**src/rtl/transaction_rx_demux.sv**
```systemverilog
// transaction_rx_demux
// Receive-side demultiplexer for the transaction layer. A single merged
// 12-bit word stream is split by its class field (in_data[11:10]) into four
// per-class FIFOs that the application drains with per-class pop strobes.
// Occupancy drives advisory flow control (almost_full / almost_empty, and a
// registered pause). Per-class pop counters and a drop counter can be read
// by index while the block is IDLE.
//
// Optional feature (compile-time macro RX_PARITY_CHK_EN):
//   defined   - each written word must have even parity over
//               {in_data, in_parity}. A bad word is discarded and counted as
//               a drop, without entering ERROR.
//   undefined - in_parity is ignored and every accepted word is written.
//
// Ports:
//   clk, reset          clock; synchronous active-high reset
//   init                hold the block in INIT, where the thresholds load
//   umbral_bajo/alto    low / high occupancy thresholds (latched in INIT)
//   in_valid/in_data    incoming word and its qualifier
//   in_parity           even-parity bit for in_data (feature only)
//   pause               registered OR of almost_full, advisory to the link
//   pop[3:0]            per-class read strobes
//   data_out0..3        popped word per class
//   valid_out[3:0]      data_outN carries a freshly popped word
//   empty/almost_full/almost_empty[3:0]  per-class occupancy flags
//   req/idx             counter read request and selector
//                       (0..3 pop counters, 4 drop counter, 5..7 read 0)
//   contador/cnt_valid  counter readout and its qualifier
//   state               RESET=0, INIT=1, IDLE=2, ACTIVE=3, ERROR=4

module transaction_rx_demux #(
  parameter int DATA_W = 12,
  parameter int DEPTH  = 8,
  parameter int CNT_W  = 5
) (
  input  logic              clk,
  input  logic              reset,
  input  logic              init,
  input  logic [2:0]        umbral_bajo,
  input  logic [2:0]        umbral_alto,
  input  logic              in_valid,
  input  logic [DATA_W-1:0] in_data,
  input  logic              in_parity,
  output logic              pause,
  input  logic [3:0]        pop,
  output logic [DATA_W-1:0] data_out0,
  output logic [DATA_W-1:0] data_out1,
  output logic [DATA_W-1:0] data_out2,
  output logic [DATA_W-1:0] data_out3,
  output logic [3:0]        valid_out,
  output logic [3:0]        empty,
  output logic [3:0]        almost_full,
  output logic [3:0]        almost_empty,
  input  logic              req,
  input  logic [2:0]        idx,
  output logic [CNT_W-1:0]  contador,
  output logic              cnt_valid,
  output logic [2:0]        state
);

  localparam int PTR_W = $clog2(DEPTH);
  localparam int OCC_W = PTR_W + 1;

  localparam logic [2:0] ST_RESET  = 3'd0;
  localparam logic [2:0] ST_INIT   = 3'd1;
  localparam logic [2:0] ST_IDLE   = 3'd2;
  localparam logic [2:0] ST_ACTIVE = 3'd3;
  localparam logic [2:0] ST_ERROR  = 3'd4;

  localparam logic [OCC_W-1:0] OCC_FULL = OCC_W'(DEPTH);

  logic [DATA_W-1:0] mem     [4][DEPTH];
  logic [PTR_W-1:0]  wr_ptr  [4];
  logic [PTR_W-1:0]  rd_ptr  [4];
  logic [OCC_W-1:0]  occ     [4];
  logic [DATA_W-1:0] dout    [4];
  logic [CNT_W-1:0]  pop_cnt [4];
  logic [CNT_W-1:0]  drop_cnt;
  logic [CNT_W-1:0]  cnt_sel;

  logic [2:0] thr_low;
  logic [2:0] thr_high;
  logic [2:0] state_next;

  logic [1:0] wr_cls;
  logic       wr_open;
  logic       accept;
  logic       parity_ok;
  logic       target_full;
  logic       overflow;
  logic       drop;
  logic [3:0] full;
  logic [3:0] push;
  logic [3:0] pop_ok;

  assign data_out0 = dout[0];
  assign data_out1 = dout[1];
  assign data_out2 = dout[2];
  assign data_out3 = dout[3];

`ifdef RX_PARITY_CHK_EN
  assign parity_ok = ~^{in_data, in_parity};
`else
  logic unused_parity;
  assign unused_parity = in_parity;
  assign parity_ok     = 1'b1;
`endif

  // Words are only taken from the link while the FSM is IDLE or ACTIVE.
  assign wr_cls      = in_data[DATA_W-1 -: 2];
  assign wr_open     = (state == ST_IDLE) || (state == ST_ACTIVE);
  assign accept      = in_valid && wr_open;
  assign target_full = full[wr_cls];
  // A parity failure is a soft drop; only a full-FIFO drop is an overflow.
  assign overflow    = accept && parity_ok && target_full;
  assign drop        = accept && (!parity_ok || target_full);

  // Flags come straight from occupancy; a pop only succeeds on a FIFO that
  // already held data before this edge, so there is no fall-through.
  always_comb begin
    for (int i = 0; i < 4; i++) begin
      empty[i]        = (occ[i] == '0);
      full[i]         = (occ[i] == OCC_FULL);
      almost_full[i]  = (occ[i] >= OCC_W'(thr_high));
      almost_empty[i] = (occ[i] <= OCC_W'(thr_low));
      push[i]         = accept && parity_ok && !full[i] && (wr_cls == 2'(i));
      pop_ok[i]       = pop[i] && !empty[i] && (state != ST_RESET);
    end
  end

  // NOTE: every variable driven in an always_comb gets a value on every path
  // (here via a default first) so no latch is inferred.
  always_comb begin
    cnt_sel = '0;
    if (idx <= 3'd3)      cnt_sel = pop_cnt[idx[1:0]];
    else if (idx == 3'd4) cnt_sel = drop_cnt;
  end

  always_comb begin
    state_next = state;
    case (state)
      ST_RESET: state_next = ST_INIT;
      ST_INIT:  state_next = init ? ST_INIT : ST_IDLE;
      ST_IDLE, ST_ACTIVE: begin
        if (init)
          state_next = ST_INIT;
        else if (overflow)
          state_next = ST_ERROR;
        else if (state == ST_IDLE)
          state_next = (in_valid || !(&empty)) ? ST_ACTIVE : ST_IDLE;
        else
          state_next = (!in_valid && (&empty)) ? ST_IDLE : ST_ACTIVE;
      end
      default:  state_next = ST_ERROR;
    endcase
  end

  // NOTE: storage arrays carry no reset; pointers and occupancy are reset,
  // so stale entries are never observable and the array maps to plain RAM.
  always_ff @(posedge clk) begin
    for (int i = 0; i < 4; i++) begin
      if (push[i]) mem[i][wr_ptr[i]] <= in_data;
    end
  end

  // NOTE: sequential state uses non-blocking assignments so every register
  // samples pre-edge values regardless of statement order.
  always_ff @(posedge clk) begin
    if (reset) begin
      for (int i = 0; i < 4; i++) begin
        wr_ptr[i]  <= '0;
        rd_ptr[i]  <= '0;
        occ[i]     <= '0;
        dout[i]    <= '0;
        pop_cnt[i] <= '0;
      end
      valid_out <= '0;
      drop_cnt  <= '0;
    end else begin
      for (int i = 0; i < 4; i++) begin
        if (push[i]) wr_ptr[i] <= wr_ptr[i] + PTR_W'(1);
        if (pop_ok[i]) begin
          dout[i]    <= mem[i][rd_ptr[i]];
          rd_ptr[i]  <= rd_ptr[i] + PTR_W'(1);
          pop_cnt[i] <= pop_cnt[i] + CNT_W'(1);
        end
        valid_out[i] <= pop_ok[i];
        case ({push[i], pop_ok[i]})
          2'b10:   occ[i] <= occ[i] + OCC_W'(1);
          2'b01:   occ[i] <= occ[i] - OCC_W'(1);
          default: occ[i] <= occ[i];
        endcase
      end
      if (drop) drop_cnt <= drop_cnt + CNT_W'(1);
    end
  end

  always_ff @(posedge clk) begin
    if (reset) begin
      state     <= ST_RESET;
      thr_low   <= 3'd1;
      thr_high  <= 3'd6;
      pause     <= 1'b0;
      cnt_valid <= 1'b0;
      contador  <= '0;
    end else begin
      state <= state_next;
      if (state == ST_INIT) begin
        thr_low  <= umbral_bajo;
        thr_high <= umbral_alto;
      end
      pause     <= |almost_full;
      // Counters are only exposed while IDLE; elsewhere the readout holds.
      cnt_valid <= req && (state == ST_IDLE);
      if (req && (state == ST_IDLE)) contador <= cnt_sel;
    end
  end

endmodule

```
**config.mk**
```make
export PLATFORM = sky130hd
export DESIGN_NAME = transaction_rx_demux
export DESIGN_NICKNAME = d
export VERILOG_FILES = /design/src/rtl/transaction_rx_demux.sv
export SDC_FILE = /design/constraint.sdc
export NUM_CORES = 1
export LEC_CHECK = 0
export CAP_MARGIN = 40
export CORE_MARGIN = 1.5
export CORE_UTILIZATION = 50
export DETAILED_ROUTE_END_ITERATION = 10
export PLACE_DENSITY_LB_ADDON = 0.2
export SETUP_SLACK_MARGIN = 0.2
export SYNTH_ARGS = -nofsm -noshare
export SYNTH_HDL_FRONTEND = slang
export SYNTH_SLANG_ARGS = --single-unit
```
**constraint.sdc**
```tcl
create_clock -name clk -period 4.2 [get_ports clk]
set_input_delay 0.84 -clock clk [delete_from_list [all_inputs] [get_ports clk]]
set_output_delay 0.84 -clock clk [all_outputs]
set_load 0.005 [all_outputs]
```
== After elaboration in Yosys (flattened, before gate mapping) ==
Memory sizes are Yosys's and may differ from the RTL's.
Cells that the tools add are included.

* Bits in registers: 25
* Bits in writable memories: 492
* Bits of input ports: 31
* Output and inout bits: 74
* Logic and storage cells: 299
* Memories: 6

{| class="wikitable"
|+ Memories
! name !! words !! bits a word !! read ports !! clocked after memory_dff !! write ports !! RTL line !! text
|-
| mem || 4 || 96 || 4 || 0 || 1 || 72 || <nowiki>logic [DATA_W-1:0] mem [4][DEPTH];</nowiki>
|-
| dout || 4 || 12 || 4 || 0 || 4 || 76 || <nowiki>logic [DATA_W-1:0] dout [4];</nowiki>
|-
| pop_cnt || 4 || 5 || 5 || 0 || 4 || 77 || <nowiki>logic [CNT_W-1:0] pop_cnt [4];</nowiki>
|-
| occ || 4 || 4 || 4 || 0 || 4 || 75 || <nowiki>logic [OCC_W-1:0] occ [4];</nowiki>
|-
| rd_ptr || 4 || 3 || 4 || 0 || 4 || 74 || <nowiki>logic [PTR_W-1:0] rd_ptr [4];</nowiki>
|-
| wr_ptr || 4 || 3 || 4 || 0 || 4 || 73 || <nowiki>logic [PTR_W-1:0] wr_ptr [4];</nowiki>
|}

* Add/sub/neg operators: 21
* $lt $le $gt $ge: 22
* Equal/unequal tests: 19
* Mux-type cells: 134
* Bitwise operators: 36
* Reductions and logical operators: 53

{| class="wikitable"
|+ Operators by type and width
! operator !! count
|-
| 2-to-1 mux 96 bit || 10
|-
| OR reduction 96 bit || 3
|-
| 2-to-1 mux 12 bit || 16
|-
| binary-select mux 12 bit (select 3 bit) || 4
|-
| demux 12 bit (select 3 bit) || 4
|-
| 2-to-1 mux 1 bit || 66
|-
| 2-to-1 mux 4 bit || 12
|-
| greater-or-equal comparator 4 bit, second input constant || 8
|-
| NOT 3 -> 4 bit || 8
|-
| 2-to-1 mux 3 bit || 10
|-
| 2-to-1 mux 5 bit || 6
|-
| OR 1 bit || 28
|-
| adder 5 x 1 -> 5 bit, second input constant || 5
|-
| adder 3 x 1 -> 3 bit, second input constant || 8
|-
| logical AND 1 bit || 24
|-
| adder 4 x 1 -> 4 bit, second input constant || 4
|-
| equality test 4 bit, second input constant || 4
|-
| greater-or-equal comparator 4 x 3 -> 1 bit || 4
|-
| <= comparator 4 x 3 -> 1 bit || 4
|-
| zero test 4 bit || 4
|-
| < comparator 4 x 1 -> 1 bit, second input constant || 4
|-
| subtractor 4 x 1 -> 4 bit, second input constant || 4
|-
| equality test 2 bit, second input constant || 6
|-
| equality test 2 x 1 -> 1 bit, second input constant || 5
|-
| 16 further kinds || 34
|}

== Depth between registers and ports, before layout ==
* Depth after elaboration: 12
* Mapped depth: 12
* Mapped depth without buffers: 11

== Worst setup path before layout ==
OpenSTA, ideal clock, no wires.

* Path type: input-to-reg
* Start point: in in_data[11]
* End point: mem mem[0][60] in the netlist's numbering, enable pin
* Setup time: 0.417 ns
* Arrival: 2.886 ns
* Data required time: 3.783 ns
* Path slack: 0.897 ns
* Stages on the path: 4
* Path buffers: 1
* Cells stage by stage: nand4bb_1 > or3_1 > buf_2 > nor4b_1

* Cells in the longest elaborated chain, start to end: 8
* Elaborated cells on any way between the ends: 25

{| class="wikitable"
|+ RTL lines
! item !! RTL line !! text
|-
| from (decl) || 42 || <nowiki>input logic [DATA_W-1:0] in_data,</nowiki>
|-
| equality test 2 x 1 -> 1 bit || 126 || <nowiki>push[i] = accept && parity_ok && !full[i] && (wr_cls == 2'(i));</nowiki>
|-
| logical AND 1 bit || 126 ||
|-
| 2-to-1 mux 1 bit || 162 || <nowiki>if (push[i]) mem[i][wr_ptr[i]] <= in_data;</nowiki>
|-
| 2-to-1 mux 96 bit (not written as such) || 162 ||
|-
| OR reduction 96 bit (no line) || n/a ||
|-
| 2-to-1 mux 2 bit (no line) or 2-to-1 mux 96 bit (tied branches) (3 in a row) || n/a ||
|-
| to (decl) || 72 ||
|}

Several ways; a longest one is shown, not always the timed one.

==> out/metrics.yaml <==
status:
  status: "finished, final reports clean"
detailed_routing:
  drc: 0
  avgRoutedWirePerCell_um: 22.32
  drt-pass1-iter-count: 4
  drt-vias-per-instance: 5.620
  ant_nets: 0
  dr.first_iter.drc_count: 719
  vias: 10900
  drt_wl_total_um: 43290
placed_design:
  routabilityCongestion: 0.7703
  port_buffers: 103
  dpl.hpwl_um: 27250
global_route:
  overflow: 0
  grt_usage_pct: 20.49
  antenna_found_initial: 1
  grt_max_degree: 36
  grt_pass1_vias: 11390
  grt_pass1_wl_um: 66830
floorplanning:
  initial_core_util_pct: 50.75
  chipWidth_um: 209.3
  ios: 105
  die_area_um2: 43820
  core_um2: 41950
  num_rows: 75
  die_h_um: 209.3
synthesis:
  synth-seq-cells: 517
  syn-num-nets: 1268
  synthesis.area_um2: 21290
  yosysWarnings: 0
  ys_seq_area_share_pct: 71.76
  synthFlopType: "edfxtp_1"
  synth_edf_count: 492
  synthCells: 1181
  syn_avg_cell_area_um2: 18.02
  synthDistinctLibCells: 68
  synth-async-reset-ratio_pct: 0
layout:
  regArea_um2: 15270
  multi_input_area_um2: 5679
  syn2layout_area_growth_pct: 18.36
  n_fill_cell: 3064
  fin_nets: 1443
  drive_above_1_share_pct: 21.07
clocking:
  cts_tree: "done"
  cts_buffers: 52
  hold_buffers: 0
  htree_num_levels: 2
  clk_path_buf_depth: 3
  clock-sinks: 517
  postCtsSetupBuffers: 0
  clk_pin_slew_ps: 60
  postCtsResizedCells: 0
  insertion_delay_ps: 600
  cts_root_buf: "clkbuf_16"
job:
  max_cap_violations: 0
setup_path:
  cp.required_ps: 3360
  r2r_end: "occ[0][3]"
  start_kind: "register"
  startpoint: "occ[2][0]"
  reg2regPathDepth: 10
  crit_path_end: "almost_full[2]"
  endpoint_kind: "primary output"
  path_max_fanout: 5
  r2r_slack_ps: 1220
  crit_type: "register to primary output"
  regToRegStartpoint: "occ[0][1]"
  cp.arrival_ps: 2600
sta:
  skew_ps: 19.07
  period_needed_ps: 3436
  fmax_ghz: 0.2910
  setup_viol: 0
  hold_viol_final: 0
  setup_tns_ps: 0
  rsz0062_at_grt: "false"
  worst_pin_slew_ps: 869.0
  slew_viol_final: 0
  period_share_pct: 81.82
  slew_headroom_pct: 42.06
power_and_ir_drop:
  p_per_area_nw_per_um2: 457.8
  p_total_mw: 11.53
  power.leakage_nw: 8.644
  ir_drop_uv: 335.3
min_path:
  min_path_type: "register to register"
==> critical path, stage by stage, from the launching register on <==
cell	delay [ps]
edfxtp_1	470
inv_1	180
ha_1	250
nand2b_1	140
a21o_1	180
a211o_1	330
clkdlybuf4s50_1	470
==> worst min path at each step <==
stage,start,to,slack (ps),depth (start not counted)
floorplan,drop_cnt[1],drop_cnt[1],470,2
global placement,drop_cnt[1],drop_cnt[1],490,2
detailed placement,drop_cnt[1],drop_cnt[1],500,2
CTS,drop_cnt[1],drop_cnt[1],510,2
global route,drop_cnt[1],drop_cnt[1],560,2
finish,drop_cnt[1],drop_cnt[1],510,2
==> cells in the mapped netlist, types with 4 or more instances <==
master / number / share of area [%]
a211o_1: 4 / 0.16
nand2_1: 23 / 0.41
mux2i_1: 51 / 2.4
xor2_1: 11 / 0.45
buf_4: 10 / 0.35
a21oi_1: 15 / 0.35
nor4_1: 4 / 0.12
dfxtp_1: 25 / 2.4
o21ai_0: 15 / 0.35
a21o_1: 6 / 0.21
xnor2_1: 18 / 0.74
and3_1: 5 / 0.15
edfxtp_1: 492 / 69
buf_2: 28 / 0.66
mux4_2: 101 / 11
nand2b_1: 15 / 0.44
nand3_1: 22 / 0.52
ha_1: 53 / 3.1
inv_1: 40 / 0.71
nor3b_1: 4 / 0.14
nor3_1: 24 / 0.56
nor2_1: 119 / 2.1
nor2b_1: 9 / 0.26
clkbuf_1: 13 / 0.23
a22oi_1: 5 / 0.18
nor4b_1: 4 / 0.16
nand2_2: 4 / 0.12
==> state kept, by name (all words and copies together) (netlist names) <==
signal,cells
mem,384
dout,48
pop_cnt,20
occ,16
rd_ptr,12
wr_ptr,12
contador,5
drop_cnt,5
valid_out,4
state,3
thr_high,3
thr_low,3
cnt_valid,1
pause,1
==> metrics by stage <==
step / hold slack, ps / cells / setup WS (ps) / util (%) / area (µm²)
floorplan: 468.4 / 1181 / 897.0 / - / 21290
global route: 562.7 / 1939 / 645.9 / 60.06 / 25190
global placement: 487.8 / 1830 / 468.1 / 55.52 / 23290
finish: 509.9 / 1940 / 763.7 / 60.06 / 25190
detailed placement: 502.3 / 1841 / 430.3 / 55.99 / 23490
CTS: 509.9 / 1939 / 728.0 / 60.06 / 25190
==> metal layers <==
| layer | track usage (%) | vias up | part of all wire (%) |
|---|---|---|---|
| li1 | - | 4988 | - |
| met1 | 27.90 | 5634 | 44 |
| met2 | 34.67 | 224 | 50 |
| met3 | 2.738 | 55 | 4.1 |
| met4 | 6.397 | 2 | 1.9 |
| met5 | 0 | - | 0.018 |
==> area by class of cell <==
type / instances / area share (%)
clock buffers: 78 / 5.915
well taps: 539 / 2.677
inverters: 43 / 0.6456
diodes: 1 / 0.009932
multi-input cells: 566 / 22.54
flip-flops and latches: 517 / 60.63
repair buffers: 176 / 6.724
clock inverters: 20 / 0.8592
==> report_power, final <==
| part | total [mW] | internal [mW] | switching [mW] |
|---|---|---|---|
| Combinational | 1.05 | 0.538 | 0.509 |
| Clock | 4.59 | 2.70 | 1.89 |
| Sequential | 5.90 | 5.78 | 0.122 |
| Total | 11.5 | 9.02 | 2.52 |
==> cells by family (layout without fill, tap and decap cells) <==
| kind of cell | Yosys count | in the layout | share of synthesized area, % |
|---|---|---|---|
| compound gates | 68 | 68 | 2.151 |
| mux | 156 | 156 | 13.31 |
| fa+ha+maj | 56 | 56 | 3.397 |
| flops | 517 | 517 | 71.76 |
| buf+inv | 98 | 317 | 2.110 |
| xor+xnor | 29 | 29 | 1.193 |
| other cells | 0 | 1 | 0 |
| simple gates | 257 | 257 | 6.078 |
==> layout by cell type, fill, tap and decap left out, types with 6 or more instances in the layout <==
cell type / count
nand2b_1: 15
a21o_1: 6
dfxtp_1: 25
clkdlybuf4s50_1: 103
nor3_2: 11
buf_4: 63
o21ai_0: 15
edfxtp_1: 492
ha_1: 53
nor3_1: 14
nor4b_2: 7
nor2b_1: 9
nand3_1: 22
clkbuf_8: 7
a21oi_1: 15
inv_1: 40
xor2_1: 11
mux4_2: 101
clkinv_2: 7
clkbuf_16: 53
nor2_1: 119
nand2_1: 23
mux2i_1: 51
xnor2_1: 18
clkbuf_1: 18
(Power assumes the default switching activity.)
